## src/rtl/piso_serializer.sv

```systemverilog
// Parallel-in/serial-out transmitter: accepts one word per valid/ready handshake
// and shifts it out, optionally wrapped in an RS232 frame (start/parity/stop).
module piso_serializer #(
    parameter int DATA_W       = 8,
    parameter int CLKS_PER_BIT = 16,
    parameter int LSB_FIRST    = 1,
    parameter int FRAMED       = 1,
    parameter int STOP_BITS    = 1,
    parameter int PARITY       = 0
) (
    input  logic              clk,
    input  logic              rst,
    input  logic [DATA_W-1:0] in_data,
    input  logic              in_valid,
    output logic              in_ready,
    output logic              serial_out,
    output logic              busy,
    output logic              done
);

    localparam int              DIVW      = (CLKS_PER_BIT > 1) ? $clog2(CLKS_PER_BIT) : 1;
    localparam logic [DIVW-1:0] DIV_LAST  = DIVW'(CLKS_PER_BIT - 1);
    localparam logic [4:0]      DATA_LAST = 5'(DATA_W - 1);
    localparam logic [4:0]      STOP_LAST = 5'(STOP_BITS - 1);
    localparam logic            IDLE_LVL  = (FRAMED != 0);

    localparam logic [2:0] S_IDLE  = 3'd0;
    localparam logic [2:0] S_START = 3'd1;
    localparam logic [2:0] S_DATA  = 3'd2;
    localparam logic [2:0] S_PAR   = 3'd3;
    localparam logic [2:0] S_STOP  = 3'd4;

    // Absent frame sections are skipped by choosing the successor at elaboration.
    localparam logic [2:0] AFTER_PAR  = (FRAMED != 0) ? S_STOP : S_IDLE;
    localparam logic [2:0] AFTER_DATA = (PARITY != 0) ? S_PAR : AFTER_PAR;
    localparam logic [2:0] FIRST_ST   = (FRAMED != 0) ? S_START : S_DATA;

    logic [2:0]        state_q, state_d;
    logic [DIVW-1:0]   divCnt_q, divCnt_d;
    logic [4:0]        bitCnt_q, bitCnt_d;
    logic [DATA_W-1:0] shift_q, shift_d;
    logic              parity_q, parity_d;
    logic              line_q, line_d;
    logic              ready_q, ready_d;
    logic              done_q, done_d;
    logic              tick;

    assign tick = (divCnt_q == DIV_LAST);

    always_comb begin
        state_d  = state_q;
        divCnt_d = divCnt_q;
        bitCnt_d = bitCnt_q;
        shift_d  = shift_q;
        parity_d = parity_q;

        case (state_q)
            S_IDLE: begin
                if (in_valid && ready_q) begin
                    shift_d  = in_data;
                    parity_d = (^in_data) ^ (PARITY == 2);
                    divCnt_d = '0;
                    bitCnt_d = '0;
                    state_d  = FIRST_ST;
                end
            end
            S_START: begin
                if (tick) state_d = S_DATA;
            end
            S_DATA: begin
                if (tick) begin
                    if (bitCnt_q == DATA_LAST) begin
                        bitCnt_d = '0;
                        state_d  = AFTER_DATA;
                    end else begin
                        bitCnt_d = bitCnt_q + 5'd1;
                        shift_d  = (LSB_FIRST != 0) ? (shift_q >> 1) : (shift_q << 1);
                    end
                end
            end
            S_PAR: begin
                if (tick) state_d = AFTER_PAR;
            end
            S_STOP: begin
                if (tick) begin
                    if (bitCnt_q == STOP_LAST) begin
                        bitCnt_d = '0;
                        state_d  = S_IDLE;
                    end else begin
                        bitCnt_d = bitCnt_q + 5'd1;
                    end
                end
            end
            default: state_d = S_IDLE;
        endcase

        if (state_q != S_IDLE) begin
            divCnt_d = tick ? '0 : divCnt_q + DIVW'(1);
        end

        done_d  = (state_q != S_IDLE) && (state_d == S_IDLE);
        ready_d = (state_d == S_IDLE);

        // The line is computed from next-state values so every bit starts on its own edge.
        line_d = IDLE_LVL;
        case (state_d)
            S_START: line_d = 1'b0;
            S_DATA:  line_d = (LSB_FIRST != 0) ? shift_d[0] : shift_d[DATA_W-1];
            S_PAR:   line_d = parity_d;
            S_STOP:  line_d = 1'b1;
            default: line_d = IDLE_LVL;
        endcase
    end

    always_ff @(posedge clk or negedge rst) begin
        if (!rst) begin
            state_q  <= S_IDLE;
            divCnt_q <= '0;
            bitCnt_q <= '0;
            shift_q  <= '0;
            parity_q <= 1'b0;
            line_q   <= IDLE_LVL;
            ready_q  <= 1'b1;
            done_q   <= 1'b0;
        end else begin
            state_q  <= state_d;
            divCnt_q <= divCnt_d;
            bitCnt_q <= bitCnt_d;
            shift_q  <= shift_d;
            parity_q <= parity_d;
            line_q   <= line_d;
            ready_q  <= ready_d;
            done_q   <= done_d;
        end
    end

    assign serial_out = line_q;
    assign in_ready   = ready_q;
    assign busy       = ~ready_q;
    assign done       = done_q;

endmodule

```

## config.mk

```make
export PLATFORM = sky130hd
export DESIGN_NAME = piso_serializer
export DESIGN_NICKNAME = d
export VERILOG_FILES = /design/src/rtl/piso_serializer.sv
export SDC_FILE = /design/constraint.sdc
export NUM_CORES = 1
export LEC_CHECK = 0
export ABC_AREA = 1
export CORE_AREA = 2 2 64 66
export DETAILED_ROUTE_END_ITERATION = 16
export DIE_AREA = 0 0 66 68
export PLACE_DENSITY = 0.57
export SLEW_MARGIN = 20
export SYNTH_ARGS = -nofsm -noshare
export SYNTH_HDL_FRONTEND = slang
export SYNTH_SLANG_ARGS = --single-unit
```

## constraint.sdc

```tcl
create_clock -name clk -period 2.1 [get_ports clk]
set_clock_uncertainty 0.05 [all_clocks]
set_input_delay 0.315 -clock clk [delete_from_list [all_inputs] [get_ports clk]]
set_output_delay 0.315 -clock clk [all_outputs]
set_load 0.005 [all_outputs]
```

**After elaboration in Yosys (flattened, before gate mapping)**

Cells that the tools add are included.

- Latch bits: 0
- Input port bits: 11
- Register bits after elaboration: 24
- Bits in read-only memories: 0
- Bits in writable memories: 0
- Output and inout port bits: 4
- Memories: 0

- Bitwise logic cells: 1
- Add/sub/neg operators: 2
- Multiply operators: 0
- Reduce and logical (&&, ||, !) cells: 14
- Muxes and demuxes: 25
- Shift-type cells: 0
- Magnitude comparators: 0
- Equal/unequal tests: 13
- Divide/modulo/power cells: 0

Operators with widths:

| operator | number |
|---|---|
| $mux 5 | 5 |
| $mux 8 | 3 |
| $mux 3 | 7 |
| $mux 4 | 4 |
| $pmux 8 s2 | 1 |
| $pmux 3 s5 | 1 |
| $pmux 5 s3 | 1 |
| $eq 3x2->1 const B | 4 |
| $ne 2x2->1 const B | 4 |
| $reduce_and 4->1 | 2 |
| $reduce_xor 8->1 | 1 |
| $eq 3x1->1 const B | 2 |
| $logic_not 3->1 | 2 |
| $reduce_bool 2->1 | 3 |
| $reduce_bool 3->1 | 2 |
| $add 5x1->5 const B | 1 |
| $eq 5x3->1 const B | 1 |
| $logic_not 5->1 | 1 |
| $add 4x1->4 const B | 1 |
| $eq 4x4->1 const B | 1 |
| $eq 3x3->1 const B | 1 |
| $pmux 1 s3 | 1 |
| $logic_and 1x1->1 | 2 |
| $mux 1 | 2 |
| other kinds (2) | 2 |

**Longest topological paths before layout**

Gate-level depths: netlist of run 1.

- Depth in word-level cells: 6
- Gate-level depth with buffers: 11
- Gate-level depth less buffers: 11

**Worst setup path after synthesis of run 1**

Ideal clock, no wire load.

- Path kind: register to register
- Start: reg divCnt_q[0]
- End: reg bitCnt_q[0]
- Buffers on the path: 1
- Path slack: 0.650 ns
- Arrival time: 1.323 ns
- Cell stages (with the launch flop): 10
- Required time: 1.973 ns
- Setup time: 0.077 ns
- Cells stage by stage: dfrtp_1 > ha_1 > nand2_1 > nor2_2 > buf_4 > a21oi_2 > nor2_1 > o21ai_2 > nor2_1 > a21oi_1

- Word-level cells in the longest chain between the ends: 3
- Elaborated cells between the ends (all ways): 4

Ends and longest elaborated chain:

| what | RTL line | source |
|---|---|---|
| start: declaration | 39 | `logic [DIVW-1:0] divCnt_q, divCnt_d;` |
| start signal: assignment | 127 | `divCnt_q <= divCnt_d;` |
| $eq 4x4->1 * | 48 | `assign tick = (divCnt_q == DIV_LAST);` |
| $ne 2x2->1 (no source line) | -- |  |
| $reduce_and 4->1 (no source line) * | -- |  |
| end signal: assignment | 128 | `bitCnt_q <= bitCnt_d;` |
| end: declaration | 40 | `logic [4:0] bitCnt_q, bitCnt_d;` |

Every way passes the cells marked *; elsewhere a longest branch is shown, timed or not.
A chain may end at the register's enable or synchronous reset.

**Final worst setup path of run 1**

- Start: reg divCnt_q[0]
- End: reg ready_q (netlist: in_ready)

- Word-level cells in the longest chain between the ends: 4
- Elaborated cells between the ends (all ways): 7

Ends and longest elaborated chain:

| what | RTL line | source |
|---|---|---|
| $eq 4x4->1 * | 48 |  |
| $mux 3 (on tied branches) | -- |  |
| $pmux 3 s5 * | 57 | `case (state_q)` |
| named net state_d[0] | 38 | `logic [2:0] state_q, state_d;` |
| $logic_not 3->1 * | 102 | `ready_d = (state_d == S_IDLE);` |
| named net ready_d | 44 | `logic ready_q, ready_d;` |
| end signal: assignment | 132 | `ready_q <= ready_d;` |
| end: declaration | 44 |  |

Mark *: on every way through the listed nets, which the timed path passes. The rest lies on a longest branch.

==> results.tsv, run 1 <==
stage	metric	value	unit
status	outcome	complete, no violations	
floorplan	core area	3856	um^2
synth	area share of fa/ha/maj cells after synthesis	2.502	%
floorplan	Initial Util	38.90	%
synth	mux share of post-synthesis cell area	0	%
clock_network	clock sink count	24	
setup_path	Critical Path Fanout Max	8	
clock_network	Max H-tree Level	1	
global_route	total grt overflow	0	
setup_path	Setup CP Type	register to register	
placed_design	detailed placement HPWL	2364	um
global_route	vias in the first global route	1220	
pwr	Internal	0.6234	mW
timing	Tcrit/Tclk final	80.81	%
synth	Yosys warnings	0	
synth	synthesized area	1500	um^2
placed_design	dpl ws	0.3844	ns
synth	count of cell types in the netlist	32	
setup_path	WP data arrival	1.84	ns
final_layout	Fill cells	416	
placed_design	DP Area	1694	um^2
synth	Post-Syn Instances	204	
global_route	first-pass GRT wire length	5278	um
synth	share of the synthesized area in the top cell type	36.70	%
clock_network	Clk Tree Root Cell	clkbuf_8	
synth	synth top area cells	dfrtp_1 37%, nand2_1 16%, inv_1 5.8%, nor2_1 4.3%, dfstp_2 3.5%	
synth	Compound-Gate Fraction of Synth Area	10.59	%
final_layout	layout cells sized above 1	11.82	%
setup_path	startpoint types	register	
clock_network	setup bufs post-CTS	0	
final_layout	Final #Nets	236	
drt	via count	1261	
placed_design	Placer Congestion	0.7795	
final_layout	Final Cell Area	1735	um^2
pwr	Clock power frac	32.8	%
synth	asr flop ratio synth	100.0	%
global_route	initial antenna violation count	0	
floorplan	die area	4488	um^2
synth	Avg Cell Area, Syn	7.354	um^2
clock_network	Resize count post-CTS	0	
drt	Remaining DRCs	0	
floorplan	Die Height	68	um
clock_network	clock slew at reported path FFs	0.07	ns
timing	aggregate negative setup slack	0	ns
synth	post-synthesis xor/xnor area fraction	4.671	%
drt	WL/cell	10.87	um
synth	cell taking the most area after synthesis	dfrtp_1	
synth	Post-synth EDFFs	0	
timing	Setup WS post-layout	0.4029	ns
pwr	Logic pwr share	9.2	%
pwr	Leak	0.9296	nW
synth	Synth Register Bits	24	
pwr	Total Power	0.7962	mW
pwr	Reg power frac	58.0	%
final_layout	Finished Layout Cells	270	
placed_design	Placed Cells	267	
clock_network	worst-case clock buffer depth	2	
synth	commonest cells in the netlist	65 x nand2_1, 23 x inv_1, 22 x dfrtp_1	
final_layout	register area	603.1	um^2
synth	Most used DFF post-synth	dfrtp_1	
final_layout	area of the multi-input gates	757.0	um^2
clock_network	# hold bufs at CTS	0	
timing	final number of max-transition violations	0	
final_layout	ANT cells	0	
pwr	Psw	0.1729	mW
drt	Vias/cell	4.670	
drt	Starting DRT DRC Count	50	
synth	count leader, synth	nand2_1	
timing	highest clock rate	589.3	MHz
floorplan	I/O pin count	15	
pwr	Sw Ratio	21.71	%
drt	post-route ant nets	0	
placed_design	port bufs	14	
min_path	Tightest Hold Check Type	primary input to asynchronous set/reset pin	
global_route	largest net degree at the start of global routing	25	
clock_network	CTS tree	done	
timing	Slew HR	76.22	%
timing	Final Setup Violations	0	
drt	aggregate routed wire length	2935	um
flow_run	max cap viols	0	
synth	Seq/Total Area, Yosys	40.20	%
global_route	Total GRT Usage	15.33	%
setup_path	CP Capture Type	register	
pwr	P per Cell Area	458.8	nW/um^2
synth	Post-Synth Simple-Gate Area	32.69	%
floorplan	row count	23	
drt	Pre-antenna DRT Iters	4	
timing	RSZ-0062 raised after global routing	no	
synth	Synth Net Count	218	
clock_network	CTS Buf Count	3	
final_layout	synthesis-to-layout area growth	15.68	%
clock_network	Worst-Skew Late Latency	0.26	ns
timing	Slew @ Worst Pin	0.3563	ns
timing	minimum clock period	1.697	ns
pwr	Max IR drop VDD	0.2013	mV
synth	combinational family with the most area after synthesis	simple AND/OR/NAND/NOR gates	
timing	Fin. Hold Viols	0	
setup_path	critical path required time	2.24	ns
floorplan	die width	66	um
-- flip-flops by register name (all words and copies together) (netlist names) --
register    flops
in_ready        1
bitCnt_q        5
divCnt_q        4
state_q         3
parity_q        1
done            1
shift_q         8
serial_out      1
-- layer usage --
| metal | up-vias | part of all wire (%) | global-route usage, % |
|---|---|---|---|
| li1 | 681 | - | - |
| met1 | 560 | 46 | 18.60 |
| met2 | 16 | 51 | 28.03 |
| met3 | 4 | 2.0 | 1.974 |
| met4 | 0 | 1.2 | 5.357 |
| met5 | - | 0 | 0 |
-- power by group through the flow --
| stage | logic [mW] | clock network (mW) | registers (mW) |
|---|---|---|---|
| 2_1_floorplan | 0.0328 | 0 | 0.471 |
| 3_3_place_gp | 0.0747 | 0 | 0.471 |
| 3_5_place_dp | 0.0755 | 0 | 0.471 |
| 4_1_cts | 0.0756 | 0.274 | 0.462 |
| 5_1_grt | 0.0859 | 0.305 | 0.462 |
| 6_report | 0.0731 | 0.261 | 0.462 |
-- cells by family (layout without fill, tap and decap cells) --
family,count (synthesis),after routing
AOI/OAI and AO/OA,25,25
DFF,24,24
buffers and inverters,34,50
adders and majority gates,3,3
xor gates and xnor gates,8,8
and+or+nand+nor,110,110
-- worst paths after layout --
kind	start	end	slack [ns]	cells past startpoint
min in group clk	shift_q[2]	shift_q[2]	0.46	2
max in group asynchronous	rst	in_ready	1.35	2
setup / recovery	divCnt_q[0]	in_ready	0.40	8
hold reg to reg	shift_q[2]	shift_q[2]	0.46	2
setup reg to reg	divCnt_q[0]	in_ready	0.40	8
hold / removal	rst	divCnt_q[2]	0.36	2
-- per-stage QoR --
step | hold slack (ns) | utilization, %
6_report | 0.3635 | 45.00
5_1_grt | 0.3898 | 45.00
4_1_cts | 0.3753 | 45.00
3_5_place_dp | 0.4420 | 43.93
3_3_place_gp | 0.4357 | 43.93
2_1_floorplan | -0.03059 | -
-- cell type report --
type	instances	share of cell area, %
Tap cell	50	3.605
Timing Repair Buffer	16	8.940
Sequential cell	24	34.75
Clock buffer	3	2.379
Multi-Input combinational cell	146	43.62
Inverter	31	6.705
-- layout by cell type (no fill, tap or decap) --
cell type and count:
nand2_1 65, inv_1 23, dfrtp_1 22, nor2_1 17, clkdlybuf4s50_1 14, nand3_1 10
inv_2 8, nand4_1 7, o21ai_0 6, xor2_1 5, o211ai_1 5, a21oi_1 4
o21ai_1 4, nand2_2 3, xnor2_1 3, ha_1 3, clkbuf_8 3, nor2_2 2
dfstp_2 2, buf_4 2, nand2_4 1, or2_1 1, and2_1 1, nor3_2 1
o21bai_2 1, nand3b_1 1, a21oi_2 1, nor3_4 1, o21ai_2 1, o31ai_1 1
a22o_1 1, o22ai_1 1
-- worst max-delay path: stages, from the launching register on --
cell and delay (ns):
dfrtp_1 0.39, ha_1 0.19, nand2_1 0.10, nor2_2 0.30, buf_4 0.20, o21ai_1 0.08, nor2_1 0.14, inv_2 0.07
nor2_1 0.11
(Power assumes the default switching activity.)
==> run 2: changes to the inputs <==
PLACE_DENSITY = 0.59   (was 0.57)
clock period = 1.4 ns   (was 2.1 ns; I/O delays follow)
==> results.tsv, run 2 (synthesis results as in run 1) <==
stage	metric	value	unit	change
status	outcome	complete, but fails checks		was complete, no violations
status	failing checks	negative setup slack		
setup_path	startpoint types	register		unchanged
drt	Remaining DRCs	0		unchanged
floorplan	Die Height	68	um	unchanged
clock_network	CTS Buf Count	3		unchanged
clock_network	Max H-tree Level	1		unchanged
floorplan	row count	23		unchanged
placed_design	Placer Congestion	0.8435		was 0.7795
final_layout	ANT cells	0		unchanged
final_layout	Fill cells	372		was 416
placed_design	detailed placement HPWL	2613	um	was 2364 um
floorplan	die area	4488	um^2	unchanged
setup_path	CP bufs+invs	1		was 2
global_route	Total GRT Usage	18.25	%	was 15.33%
flow_run	max cap viols	0		unchanged
setup_path	R2R setup slack	-0.07	ns	was 0.40 ns
timing	Slew HR	79.80	%	was 76.22%
setup_path	Critical R2R Launch	state_q[0]		was divCnt_q[0]
global_route	largest net degree at the start of global routing	25		unchanged
final_layout	most frequent cells in the layout	54 x nand2_1, 43 x buf_4, 22 x inv_1		was 65 x nand2_1, 23 x inv_1, 22 x dfrtp_1
drt	WL/cell	10.75	um	was 10.87 um
timing	Final Setup Violations	13		was 0
setup_path	CP Capture Type	register		unchanged
setup_path	FF-to-FF path depth	8		unchanged
floorplan	Initial Util	38.90	%	unchanged
timing	Tcrit/Tclk final	105.0	%	was 80.81%
placed_design	Placed Cells	308		was 267
global_route	vias in the first global route	1505		was 1220
placed_design	dpl ws	-0.2098	ns	was 0.3844 ns
final_layout	commonest non-fill, non-tap cell in the layout	nand2_1		unchanged
pwr	Max IR drop VDD	0.3120	mV	was 0.2013 mV
floorplan	die width	66	um	unchanged
setup_path	crit-path max cell delay	0.44	ns	was 0.39 ns
placed_design	DP Area	2027	um^2	was 1694 um^2
clock_network	Clk Tree Root Cell	clkbuf_8		unchanged
timing	final number of max-transition violations	0		unchanged
drt	aggregate routed wire length	3385	um	was 2935 um
drt	Vias/cell	4.632		was 4.670
final_layout	Final #Nets	280		was 236
clock_network	clock sink count	24		unchanged
global_route	first-pass GRT wire length	6216	um	was 5278 um
floorplan	core area	3856	um^2	unchanged
timing	Slew @ Worst Pin	0.3020	ns	was 0.3563 ns
setup_path	CP delay by family, top	simple AND/OR/NAND/NOR gates		unchanged
clock_network	Worst-Skew Late Latency	0.28	ns	was 0.26 ns
final_layout	Final Util	57.85	%	was 45.00%
global_route	initial antenna violation count	0		unchanged
setup_path	Critical Path Fanout Max	7		was 8
pwr	Leak	1.232	nW	was 0.9296 nW
final_layout	biggest regs	shift_q: 8 flops, bitCnt_q: 5 flops, divCnt_q: 4 flops		unchanged
clock_network	worst-case clock buffer depth	2		unchanged
setup_path	critical path required time	1.55	ns	was 2.24 ns
placed_design	port bufs	14		unchanged
drt	Starting DRT DRC Count	35		was 50
drt	via count	1459		was 1261
setup_path	Worst Setup SP	state_q[0]		was divCnt_q[0]
setup_path	most frequent cell on the critical path	nand2_1		was nor2_1
timing	Setup WS post-layout	-0.06959	ns	was 0.4029 ns
setup_path	Slowest cell on crit path	dfrtp_1		unchanged
setup_path	WP data arrival	1.61	ns	was 1.84 ns
clock_network	clock slew at reported path FFs	0.09	ns	was 0.07 ns
drt	Pre-antenna DRT Iters	4		unchanged
pwr	P per Cell Area	590.2	nW/um^2	was 458.8 nW/um^2
timing	highest clock rate	680.5	MHz	was 589.3 MHz
timing	minimum clock period	1.470	ns	was 1.697 ns
final_layout	max reg flops	8		unchanged
final_layout	Final Cell Area	2231	um^2	was 1735 um^2
setup_path	worst-path cell chain	nor2_4 -> nand2_2 -> inv_4 -> nand2_4 -> nand2_1 -> o21bai_4 -> nand2_1 -> o211ai_1		was ha_1 -> nand2_1 -> nor2_2 -> buf_4 -> o21ai_1 -> nor2_1 -> inv_2 -> nor2_1
pwr	Total Power	1.317	mW	was 0.7962 mW
floorplan	I/O pin count	15		unchanged
drt	post-route ant nets	0		unchanged
min_path	Tightest Hold Check Type	primary input to asynchronous set/reset pin		unchanged
final_layout	synthesis-to-layout area growth	48.71	%	was 15.68%
clock_network	CTS tree	done		unchanged
global_route	total grt overflow	0		unchanged
timing	RSZ-0062 raised after global routing	yes		was no
final_layout	Largest Register	shift_q		unchanged
timing	Fin. Hold Viols	0		unchanged
final_layout	layout cells sized above 1	35.85	%	was 11.82%
setup_path	worst flop-to-flop path endpoint	shift_q[6]		was in_ready
final_layout	Finished Layout Cells	315		was 270
setup_path	Setup CP Type	register to register		unchanged
==> run 2: cell types whose count changed in the layout (fill, tap and decap cells not counted), sizes merged <==
cell,change
buf,+44
clkbuf,+2
clkdlybuf4s15,+1
clkdlybuf4s50,-6
dlygate4sd2,+1
dlymetal6s2s,+3
==> run 2: worst max path at each step <==
stage | end | slack (ns) | cells past startpoint
final | shift_q[6] | -0.07 | 8
after CTS | bitCnt_q[0] | -0.09 | 7
after detailed placement | parity_q | -0.21 | 9
after global placement | parity_q | -0.18 | 9
after floorplan | bitCnt_q[0] | -0.007 | 8
after global routing | shift_q[4] | -0.20 | 9
==> run 2: worst register-to-register path, cell delays in order (launching register included) <==
cell and delay, ns:
dfrtp_1 0.44, nor2_4 0.20, nand2_2 0.10, inv_4 0.09, nand2_4 0.06, nand2_1 0.11
o21bai_4 0.18, nand2_1 0.08, o211ai_1 0.09
==> run 2: layer usage <==
layer	GRT usage, %	wire length, um	up-vias
li1	-	-	770
met1	19.65	1407	670
met2	35.98	1852	14
met3	1.974	53	5
met4	7.908	71	0
met5	0	0	-
==> run 2: area by class of cell <==
| cell class | count | area [um^2] | share of cell area (%) |
|---|---|---|---|
| tap | 50 | 62.56 | 2.804 |
| inverter | 31 | 126.4 | 5.665 |
| multi-input combinational | 146 | 875.8 | 39.26 |
| sequential | 24 | 604.3 | 27.09 |
| timing repair buffer | 60 | 506.7 | 22.71 |
| clock buffer | 4 | 55.05 | 2.468 |
==> run 2: what timing repair did <==
item | CTS | global route
pin swaps | 16 | 15
endpoints found under the setup margin | 20 | 20
gates resized for setup | 24 | 23
hold buffers | 0 | 0
buffers inserted | 2 | 2
endpoints found under the hold margin | 0 | 0
==> run 2: where the power goes <==
group	switching [mW]	internal, mW
Clock	0.240	0.252
Combinational	0.0647	0.0665
Sequential	0	0.693
Total	0.305	1.01
==> run 2: per-stage QoR <==
stage                     hold slack [ns]  TNS (ns)
after floorplan                   -0.1356  -0.01450
final                              0.2291   -0.5406
after CTS                          0.2356   -0.8219
after global routing               0.2452    -2.275
after global placement             0.4215    -2.049
after detailed placement           0.4241    -2.553
==> run 3: changes to the inputs <==
CAP_MARGIN = 15   (was default)
CORE_AREA = 2 2 73 58   (was 2 2 64 66)
CTS_CLUSTER_SIZE = 40   (was default)
DIE_AREA = 0 0 75 60   (was 0 0 66 68)
PLACE_DENSITY = 0.6   (was 0.59)
==> results.tsv, run 3 (synthesis results as in run 1) <==
stage	metric	value	unit	change
timing	minimum clock period	1.471	ns	was 1.470 ns
clock_network	Worst-Skew Late Latency	0.27	ns	was 0.28 ns
pwr	Sw Ratio	22.57	%	was 23.18%
clock_network	CTS Buf Count	3		unchanged
placed_design	detailed placement HPWL	2523	um	was 2613 um
drt	Remaining DRCs	0		unchanged
pwr	P per Cell Area	572.8	nW/um^2	was 590.2 nW/um^2
setup_path	CP Capture Type	register		unchanged
pwr	Clock power frac	36.7	%	was 37.4%
clock_network	clock slew at reported path FFs	0.09	ns	about the same
timing	Slew HR	85.06	%	was 79.80%
global_route	largest net degree at the start of global routing	25		unchanged
global_route	first-pass GRT wire length	5899	um	was 6216 um
clock_network	Max H-tree Level	1		unchanged
placed_design	port bufs	14		unchanged
global_route	Total GRT Usage	17.46	%	was 18.25%
floorplan	die width	75	um	was 66 um
pwr	Internal	1.012	mW	was 1.011 mW
floorplan	Die Height	60	um	was 68 um
final_layout	Final Util	59.61	%	was 57.85%
placed_design	dpl ws	-0.2163	ns	was -0.2098 ns
drt	Starting DRT DRC Count	65		was 35
drt	post-route ant nets	0		unchanged
timing	Tcrit/Tclk final	105.1	%	was 105.0%
status	failing checks	negative setup slack		unchanged
setup_path	Critical Path Fanout Max	3		was 7
setup_path	critical path required time	1.56	ns	was 1.55 ns
pwr	Leak	1.191	nW	was 1.232 nW
pwr	Max IR drop VDD	0.5416	mV	was 0.3120 mV
final_layout	Final #Nets	283		was 280
clock_network	worst-case clock buffer depth	2		unchanged
drt	via count	1486		was 1459
status	outcome	complete, but fails checks		unchanged
clock_network	Clk Tree Root Cell	clkbuf_8		unchanged
global_route	vias in the first global route	1341		was 1505
timing	Fin. Hold Viols	0		unchanged
final_layout	Finished Layout Cells	323		was 315
pwr	Reg power frac	53.0	%	was 52.6%
floorplan	core area	3829	um^2	was 3856 um^2
final_layout	most frequent cells in the layout	55 x nand2_1, 46 x buf_4, 21 x dfrtp_1		was 54 x nand2_1, 43 x buf_4, 22 x inv_1
final_layout	synthesis-to-layout area growth	52.13	%	was 48.71%
timing	Slew @ Worst Pin	0.2235	ns	was 0.3020 ns
timing	Final Setup Violations	8		was 13
final_layout	Largest Register	shift_q		unchanged
setup_path	startpoint types	register		unchanged
pwr	Psw	0.2951	mW	was 0.3052 mW
final_layout	biggest regs	shift_q: 8 flops, bitCnt_q: 5 flops, divCnt_q: 4 flops		unchanged
clock_network	clock sink count	24		unchanged
timing	RSZ-0062 raised after global routing	yes		unchanged
pwr	Logic pwr share	10.3	%	was 10.0%
setup_path	WP data arrival	1.63	ns	was 1.61 ns
drt	aggregate routed wire length	3610	um	was 3385 um
placed_design	Placer Congestion	0.7988		was 0.8435
global_route	initial antenna violation count	0		unchanged
min_path	Tightest Hold Check Type	primary input to asynchronous set/reset pin		unchanged
final_layout	ANT cells	0		unchanged
global_route	total grt overflow	0		unchanged
final_layout	max reg flops	8		unchanged
floorplan	I/O pin count	15		unchanged
floorplan	row count	20		was 23
drt	WL/cell	11.18	um	was 10.75 um
setup_path	Setup CP Type	register to register		unchanged
pwr	Total Power	1.307	mW	was 1.317 mW
floorplan	die area	4500	um^2	was 4488 um^2
final_layout	layout cells sized above 1	39.93	%	was 35.85%
floorplan	Initial Util	39.18	%	was 38.90%
timing	Setup WS post-layout	-0.07118	ns	was -0.06959 ns
flow_run	max cap viols	0		unchanged
drt	Pre-antenna DRT Iters	4		unchanged
clock_network	CTS tree	done		unchanged
timing	hold_ws	0.2284	ns	was 0.2291 ns
final_layout	commonest non-fill, non-tap cell in the layout	nand2_1		unchanged
final_layout	Fill cells	331		was 372
timing	final number of max-transition violations	0		unchanged
timing	highest clock rate	679.7	MHz	was 680.5 MHz
placed_design	Placed Cells	308		unchanged
drt	Vias/cell	4.601		was 4.632
-- run 3: final cells by class --
cell class                 instances  area (um^2)  share of cell area (%)
multi-input combinational        146        913.4                   40.02
sequential                        24        604.3                   26.48
timing repair buffer              63        521.8                   22.86
inverter                          31        118.9                   5.208
tap                               55        68.82                   3.015
clock buffer                       4        55.05                   2.412
-- run 3: repair_timing --
item | in CTS | in global routing
hold buffers | 0 | 0
gates resized for setup | 24 | 27
cloned | 0 | 0
endpoints found under the setup margin | 20 | 19
buffers inserted | 6 | 5
pin swaps | 11 | 13
-- run 3: worst max-delay path: stages, from the launching register on --
cell	delay, ns
dfstp_2	0.54
buf_4	0.11
nand2_2	0.07
nand2_4	0.08
inv_2	0.06
nor3_4	0.18
buf_4	0.15
nand2_2	0.05
a21oi_2	0.13
-- run 3: final timing paths --
kind | startpoint | to | slack (ns) | cells past startpoint
setup / recovery | in_ready | bitCnt_q[0] | -0.07 | 8
hold / removal | rst | done | 0.23 | 2
setup reg to reg | in_ready | bitCnt_q[0] | -0.07 | 8
hold reg to reg | shift_q[1] | shift_q[1] | 0.45 | 2
max in group asynchronous | rst | serial_out | 0.85 | 2
min in group clk | shift_q[1] | shift_q[1] | 0.45 | 2
-- run 3: power groups by stage --
stage / clock, mW / combinational (mW) / sequential (mW)
2_1_floorplan: 0 / 0.0492 / 0.707
3_3_place_gp: 0 / 0.133 / 0.706
3_5_place_dp: 0 / 0.135 / 0.706
4_1_cts: 0.501 / 0.136 / 0.693
5_1_grt: 0.522 / 0.153 / 0.693
6_report: 0.480 / 0.135 / 0.693
-- run 3: metrics by stage --
step                setup TNS, ns  cell area, um^2
global placement           -1.951             1996
floorplan                -0.01450             1519
detailed placement         -2.236             1996
global route               -1.641             2282
CTS                       -0.4949             2168
finish                    -0.2749             2282
-- run 3: layer usage --
metal	vias up	share of wire, %	track usage, %
li1	783	-	-
met1	676	53	25.42
met2	19	43	25.44
met3	8	1.9	3.204
met4	0	2.2	7.143
met5	-	0	0
